`config.mk`:
```
export PLATFORM = sky130hd
export DESIGN_NAME = de_stage
export DESIGN_NICKNAME = d
export VERILOG_FILES = /design/src/rtl/de_stage.sv
export SDC_FILE = /design/constraint.sdc
export NUM_CORES = 2
export LEC_CHECK = 0
export BUFFER_PORTS_ARGS = -buffer_cell sky130_fd_sc_hd__clkbuf_2
export CAP_MARGIN = 0
export CORE_ASPECT_RATIO = 1.5
export CORE_MARGIN = 2
export CORE_UTILIZATION = 54
export CTS_CLUSTER_SIZE = 24
export DETAILED_ROUTE_END_ITERATION = 10
export GPL_ROUTABILITY_DRIVEN = 1
export HOLD_SLACK_MARGIN = 0.06
export PLACE_DENSITY = 0.72
export SLEW_MARGIN = 30
export SYNTH_ARGS = -nofsm -noshare
export SYNTH_HDL_FRONTEND = slang
export SYNTH_SLANG_ARGS = --single-unit
```
`constraint.sdc`:
```
create_clock -name clk -period 63.1 [get_ports clk]
set_input_delay 9.465 -clock clk [delete_from_list [all_inputs] [get_ports clk]]
set_output_delay 9.465 -clock clk [all_outputs]
set_load 0.05 [all_outputs]
```
`src/rtl/de_stage.sv`:
```
// de_stage: RV32I decode stage with register file, 2-bit in-flight-writer scoreboard and stall/redirect handling.
// Optional macro DE_WB_BYPASS_EN: a same-cycle WB write to a register's last pending writer clears the hazard without stalling.

`ifndef DBITS
`define DBITS 32
`endif
`ifndef BUS_CANARY_WIDTH
`define BUS_CANARY_WIDTH 4
`endif
`ifndef BUS_CANARY_VALUE
`define BUS_CANARY_VALUE 4'hA
`endif
`ifndef INST_CNT_BITS
`define INST_CNT_BITS 32
`endif
`ifndef OP_BITS
`define OP_BITS 4
`endif
`ifndef FE_latch_WIDTH
`define FE_latch_WIDTH (32 + 2*`DBITS + `INST_CNT_BITS + `BUS_CANARY_WIDTH)
`endif
`ifndef DE_latch_WIDTH
`define DE_latch_WIDTH (1 + 32 + 2*`DBITS + `OP_BITS + 5 + 3*`DBITS + `INST_CNT_BITS + `BUS_CANARY_WIDTH)
`endif

package de_stage_pkg;

    typedef enum logic [`OP_BITS-1:0] {
        OP_NOP    = 4'd0,
        OP_LUI    = 4'd1,
        OP_AUIPC  = 4'd2,
        OP_JAL    = 4'd3,
        OP_JALR   = 4'd4,
        OP_BRANCH = 4'd5,
        OP_LOAD   = 4'd6,
        OP_STORE  = 4'd7,
        OP_OPIMM  = 4'd8,
        OP_OP     = 4'd9
    } op_e;

    typedef struct packed {
        logic [31:0]                    inst;
        logic [`DBITS-1:0]              pc;
        logic [`DBITS-1:0]              pcplus;
        logic [`INST_CNT_BITS-1:0]      inst_count;
        logic [`BUS_CANARY_WIDTH-1:0]   canary;
    } fe_latch_t;

    typedef struct packed {
        logic                           valid;
        logic [31:0]                    inst;
        logic [`DBITS-1:0]              pc;
        logic [`DBITS-1:0]              pcplus;
        op_e                            op;
        logic [4:0]                     rd;
        logic [`DBITS-1:0]              rs1_val;
        logic [`DBITS-1:0]              rs2_val;
        logic [`DBITS-1:0]              imm;
        logic [`INST_CNT_BITS-1:0]      inst_count;
        logic [`BUS_CANARY_WIDTH-1:0]   canary;
    } de_latch_t;

endpackage

module de_stage
    import de_stage_pkg::*;
(
    input  logic                        clk,
    input  logic                        reset,
    input  logic [`FE_latch_WIDTH-1:0]  from_FE_latch,
    input  logic                        from_AGEX_to_DE,
    input  logic [`DBITS+5:0]           from_WB_to_DE,
    output logic [`DE_latch_WIDTH-1:0]  DE_latch_out,
    output logic                        from_DE_to_FE
);

    fe_latch_t          w_fe;
    logic               w_bubble;
    logic               w_wb_en;
    logic [4:0]         w_wb_reg;
    logic [`DBITS-1:0]  w_wb_val;
    logic               w_wb_wr;
    logic [4:0]         w_rd_f;
    logic [4:0]         w_rs1;
    logic [4:0]         w_rs2;
    logic [4:0]         w_rd;
    logic [`DBITS-1:0]  w_imm_i;
    logic [`DBITS-1:0]  w_imm_s;
    logic [`DBITS-1:0]  w_imm_b;
    logic [`DBITS-1:0]  w_imm_u;
    logic [`DBITS-1:0]  w_imm_j;
    logic [`DBITS-1:0]  w_imm;
    op_e                w_op;
    logic               w_writes;
    logic               w_use1;
    logic               w_use2;
    logic               w_valid;
    logic               w_hit1;
    logic               w_hit2;
    logic               w_busy1;
    logic               w_busy2;
    logic               w_rd_full;
    logic               w_stall;
    logic               w_issue;
    logic               w_canary_bad;
    logic [`DBITS-1:0]  w_rs1_val;
    logic [`DBITS-1:0]  w_rs2_val;
    logic [31:1]        w_inc;
    logic [31:1]        w_dec;
    de_latch_t          w_de_next;

    logic [`DBITS-1:0]  r_rf [32];
    logic [1:0]         r_sb [32];
    de_latch_t          r_de;
    logic               r_canary_err;

    assign w_fe     = fe_latch_t'(from_FE_latch);
    assign w_bubble = (from_FE_latch == '0);
    assign {w_wb_en, w_wb_reg, w_wb_val} = from_WB_to_DE;
    assign w_wb_wr  = w_wb_en && (w_wb_reg != 5'd0);

    assign w_rd_f = w_fe.inst[11:7];
    assign w_rs1  = w_fe.inst[19:15];
    assign w_rs2  = w_fe.inst[24:20];

    assign w_imm_i = {{(`DBITS-12){w_fe.inst[31]}}, w_fe.inst[31:20]};
    assign w_imm_s = {{(`DBITS-12){w_fe.inst[31]}}, w_fe.inst[31:25], w_fe.inst[11:7]};
    assign w_imm_b = {{(`DBITS-13){w_fe.inst[31]}}, w_fe.inst[31], w_fe.inst[7],
                      w_fe.inst[30:25], w_fe.inst[11:8], 1'b0};
    assign w_imm_u = `DBITS'($signed({w_fe.inst[31:12], 12'd0}));
    assign w_imm_j = {{(`DBITS-21){w_fe.inst[31]}}, w_fe.inst[31], w_fe.inst[19:12],
                      w_fe.inst[20], w_fe.inst[30:21], 1'b0};

    always_comb begin
        // NOTE: every signal gets a default first so no decode path can infer a latch.
        w_op     = OP_NOP;
        w_writes = 1'b0;
        w_use1   = 1'b0;
        w_use2   = 1'b0;
        w_imm    = '0;
        case (w_fe.inst[6:0])
            7'b0110111: begin w_op = OP_LUI;    w_writes = 1'b1; w_imm = w_imm_u; end
            7'b0010111: begin w_op = OP_AUIPC;  w_writes = 1'b1; w_imm = w_imm_u; end
            7'b1101111: begin w_op = OP_JAL;    w_writes = 1'b1; w_imm = w_imm_j; end
            7'b1100111: begin w_op = OP_JALR;   w_writes = 1'b1; w_use1 = 1'b1; w_imm = w_imm_i; end
            7'b1100011: begin w_op = OP_BRANCH; w_use1 = 1'b1; w_use2 = 1'b1; w_imm = w_imm_b; end
            7'b0000011: begin w_op = OP_LOAD;   w_writes = 1'b1; w_use1 = 1'b1; w_imm = w_imm_i; end
            7'b0100011: begin w_op = OP_STORE;  w_use1 = 1'b1; w_use2 = 1'b1; w_imm = w_imm_s; end
            7'b0010011: begin w_op = OP_OPIMM;  w_writes = 1'b1; w_use1 = 1'b1; w_imm = w_imm_i; end
            7'b0110011: begin w_op = OP_OP;     w_writes = 1'b1; w_use1 = 1'b1; w_use2 = 1'b1; end
            default: ;
        endcase
    end

    assign w_valid = (w_op != OP_NOP);
    assign w_rd    = w_writes ? w_rd_f : 5'd0;

    // Write-then-read: a same-cycle WB write is forwarded into the source operands.
    assign w_hit1    = w_wb_wr && (w_wb_reg == w_rs1);
    assign w_hit2    = w_wb_wr && (w_wb_reg == w_rs2);
    assign w_rs1_val = !w_use1 ? '0 : (w_hit1 ? w_wb_val : r_rf[w_rs1]);
    assign w_rs2_val = !w_use2 ? '0 : (w_hit2 ? w_wb_val : r_rf[w_rs2]);

`ifdef DE_WB_BYPASS_EN
    assign w_busy1 = w_use1 && (r_sb[w_rs1] != 2'd0) && !((r_sb[w_rs1] == 2'd1) && w_hit1);
    assign w_busy2 = w_use2 && (r_sb[w_rs2] != 2'd0) && !((r_sb[w_rs2] == 2'd1) && w_hit2);
`else
    assign w_busy1 = w_use1 && (r_sb[w_rs1] != 2'd0);
    assign w_busy2 = w_use2 && (r_sb[w_rs2] != 2'd0);
`endif

    assign w_rd_full     = (w_rd != 5'd0) && (r_sb[w_rd] == 2'd3);
    assign w_stall       = w_valid && (w_busy1 || w_busy2 || w_rd_full);
    assign w_issue       = w_valid && !w_stall && !from_AGEX_to_DE;
    assign from_DE_to_FE = w_stall && !from_AGEX_to_DE && !reset;
    assign w_canary_bad  = !w_bubble && (w_fe.canary != `BUS_CANARY_VALUE);

    always_comb begin
        w_inc = '0;
        w_dec = '0;
        for (int i = 1; i < 32; i++) begin
            w_inc[i] = w_issue && (w_rd == 5'(i));
            w_dec[i] = w_wb_wr && (w_wb_reg == 5'(i)) && (r_sb[i] != 2'd0);
        end
    end

    always_comb begin
        w_de_next            = '0;
        w_de_next.valid      = 1'b1;
        w_de_next.inst       = w_fe.inst;
        w_de_next.pc         = w_fe.pc;
        w_de_next.pcplus     = w_fe.pcplus;
        w_de_next.op         = w_op;
        w_de_next.rd         = w_rd;
        w_de_next.rs1_val    = w_rs1_val;
        w_de_next.rs2_val    = w_rs2_val;
        w_de_next.imm        = w_imm;
        w_de_next.inst_count = w_fe.inst_count;
        w_de_next.canary     = w_fe.canary;
    end

    always_ff @(posedge clk or posedge reset) begin
        if (reset) begin
            // NOTE: register file and scoreboard are reset too, so no stale value or dependency survives a reset.
            r_de         <= '0;
            r_canary_err <= 1'b0;
            for (int i = 0; i < 32; i++) begin
                r_rf[i] <= '0;
                r_sb[i] <= 2'd0;
            end
        end else begin
            // NOTE: non-blocking updates keep every combinational read above on pre-edge state.
            if (w_wb_wr)
                r_rf[w_wb_reg] <= w_wb_val;
            for (int i = 1; i < 32; i++) begin
                if (w_inc[i] && !w_dec[i])
                    r_sb[i] <= r_sb[i] + 2'd1;
                else if (w_dec[i] && !w_inc[i])
                    r_sb[i] <= r_sb[i] - 2'd1;
            end
            r_de <= w_issue ? w_de_next : '0;
            if (w_canary_bad)
                r_canary_err <= 1'b1;
        end
    end

    assign DE_latch_out = r_de;

`ifndef SYNTHESIS
    always @(posedge clk) begin
        if (!reset)
            assert (!r_canary_err);
    end
`endif

endmodule

```
==> impl_metrics.yaml <==
cts:
  cts_setup_buffers: 0
  ctsHoldBuffers: 0
  ctsRootBufferMaster: "clkbuf_16"
  tritoncts: "built"
  cts_resized: 0
  cts_made_buffers: 120
  cts.sinks: 1324
  path_clk_slew_ns: 0.06
  clk_path_buf_depth: 3
  clk_latency_ns: 0.77
  h-tree-depth: 3
synth:
  syn_area_sq_um: 66800
  async_flop_share_pct: 100
  ys_ff_latch: 1324
  synth-edff-count: 0
  postSynthCellCount: 4839
  avgSynthCellArea_sq_um: 13.8
  synth_warnings: 2
  synthDistinctLibCells: 66
  synth_ff_type: "dfrtp_1"
  synth-seq-area-share_pct: 49.6
  syn_nets: 5043
critical_path:
  crit_path_cell_trace: "buf_4, buf_4, nor2_4, a22o_1, or4b_1, nand2_1, o31a_1, clkbuf_2"
  cp_common_cell: "buf_4"
  slowest_stage: "buf_4"
  start_kind: "input pin"
  criticalPathCategory: "input pin to output port"
  critPathMaxStageDelay_ns: 0.83
  arrival_ns: 12.39
  cp_max_fo: 48
  crit_required_ns: 53.63
  end_kind: "output port"
floorplan:
  dieArea_sq_um: 127000
  core_area_sq_um: 123000
  die_y_um: 435
  ios: 412
  start_util_pct: 54.2
  rows: 158
  die_w_um: 291
sta:
  final-hold-violation-count: 0
  drv_slew: 0
  rsz0062_at_grt: "false"
  worst_pin_slew_ns: 1.10
  fin_crit_ns: 21.85
  post-route-period-util_pct: 34.6
  finalSetupViolCount: 0
  setup_ws_ns: 41.25
  whs_ns: 0.397
  clock_skew_ns: 0.0374
  fmax_mhz: 45.8
  slew_headroom_pct: 26.2
  tns_ns: 0
place:
  routabilityCongestion: 0.939
  place_ws_ns: 41.31
  hpwl_um: 115000
  port_buffers: 411
min_path:
  hold_path.class: "register to register"
grt:
  grt_pass1_wl_um: 309000
  grt_max_degree: 200
  antenna_found_initial: 9
  track_usage_pct: 32.9
  grt_pass1_vias: 47200
  grt_overflow: 0
cells_and_area:
  area_growth_pct: 10.8
  fillerInstances: 9404
  layout-drive-gt1-share_pct: 44.7
  postLayoutCoreUtil_pct: 60.1
  fin_nets: 5147
routing:
  firstDrtPassIters: 6
  routed_wl_um: 208000
  via_count: 45400
  avgViaCountPerCell: 6.83
  ant_nets: 0
  drc_errors: 0
  wl_per_cell_um: 31.3
  drtIter0Drc: 4329
power_and_ir_drop:
  power.density_nw_per_um2: 30.0
  finalPower_mw: 2.22
  vdd_drop_max_v: 0.0000251
  p_leak_nw: 33.2
outcome:
  status: "complete, no violations"
run:
  drv_cap: 0
cell families (layout without fill, tap and decap cells):
family                   after synthesis  count (layout)  synth area share [%]
multiplexers                        1551            1551                  34.9
AND/OR/NAND/NOR                      787             787                  5.76
flip-flops                          1324            1324                  49.6
XOR/XNOR                             103             103                  1.35
adder cells (fa/ha/maj)               31              31                 0.581
buffers and inverters                654             856                  3.98
other                                  0               7                     0
AO/OA/AOI/OAI                        389             389                  3.89
Yosys cell counts (all sizes together), types with 7 or more instances:
library cell	n	area, sq um
dfrtp	1324	33100
mux2	993	11200
mux4	521	11700
clkbuf	346	1300
nor3	249	1250
buf	177	866
nand3	152	761
nor2	134	503
inv	131	492
o22ai	130	813
nand2	113	424
nor4	70	444
a22oi	69	518
xor2	66	578
a21oi	62	310
mux2i	37	370
xnor2	37	324
a31oi	33	206
a211o	32	280
ha	31	388
o21ai	20	100
or2	17	106
or3	10	62.6
nand2b	8	50.1
nor2b	7	43.8
area by class of cell:
cell class,instances,area (sq um),share of cell area [%]
antenna,7,17.5,0.0237
clock inverter,43,465,0.629
clock buffer,177,3540,4.78
tap,1600,2000,2.70
timing repair buffer,505,3070,4.15
inverter,131,505,0.683
sequential,1324,33100,44.8
multi-input combinational,2861,31300,42.3
worst paths after layout:
path                                         start           endpoint  slack, ns  cells after the start
min in group asynchronous                    reset           r_sb[28]       8.86                      2
max in group asynchronous                    reset  DE_latch_out[112]      50.04                      7
worst max-delay path            from_FE_latch[123]      from_DE_to_FE      41.25                      8
worst min register to register           r_rf[993]          r_rf[993]       0.40                      0
worst max register to register            r_sb[48]           r_sb[61]      58.77                     12
worst min-delay path                     r_rf[993]          r_rf[993]       0.40                      0
sequential cells by signal (all words and copies together) (netlist names):
register      count
DE_latch_out    238
r_rf           1024
r_sb             62
where the power goes:
group | internal, mW | switching [mW]
Sequential | 0.977 | 0.0935
Combinational | 0.231 | 0.162
Clock | 0.420 | 0.335
critical path: cells and delay by family:
family                 cells  cell delay [ns]
AOI/OAI and AO/OA          2             0.47
buffers and inverters      3             1.60
and+or+nand+nor            3             0.82
per-layer routing:
layer	GRT usage (%)	part of all wire, %	vias up
met5	0	0.0053	-
met4	19.9	6.5	2
met3	5.30	7.8	650
met2	54.1	49	2414
met1	41.2	37	24000
li1	-	-	18300
layout by cell type (no fill, tap or decap), types with 66 or more instances in the layout:
| cell type | netlist | layout |
|---|---|---|
| xor2_1 | 66 | 66 |
| buf_4 | 24 | 71 |
| clkbuf_2 | 0 | 405 |
| o22ai_1 | 130 | 130 |
| nor2_1 | 134 | 121 |
| nor4_1 | 69 | 68 |
| mux4_2 | 521 | 521 |
| inv_1 | 130 | 128 |
| nand3_1 | 152 | 145 |
| nor3_1 | 249 | 247 |
| dfrtp_1 | 1324 | 1324 |
| mux2_2 | 969 | 969 |
| a22oi_1 | 69 | 69 |
| clkbuf_16 | 0 | 123 |
| nand2_1 | 113 | 100 |
per-stage QoR:
step                cell area [sq um]  instances
finish                          74000       6648
global route                    74000       6646
CTS                             73800       6635
detailed placement              69800       6415
global placement                69800       6414
floorplan                       66800       4839
Note: power is estimated with default switching activity, not from simulation.
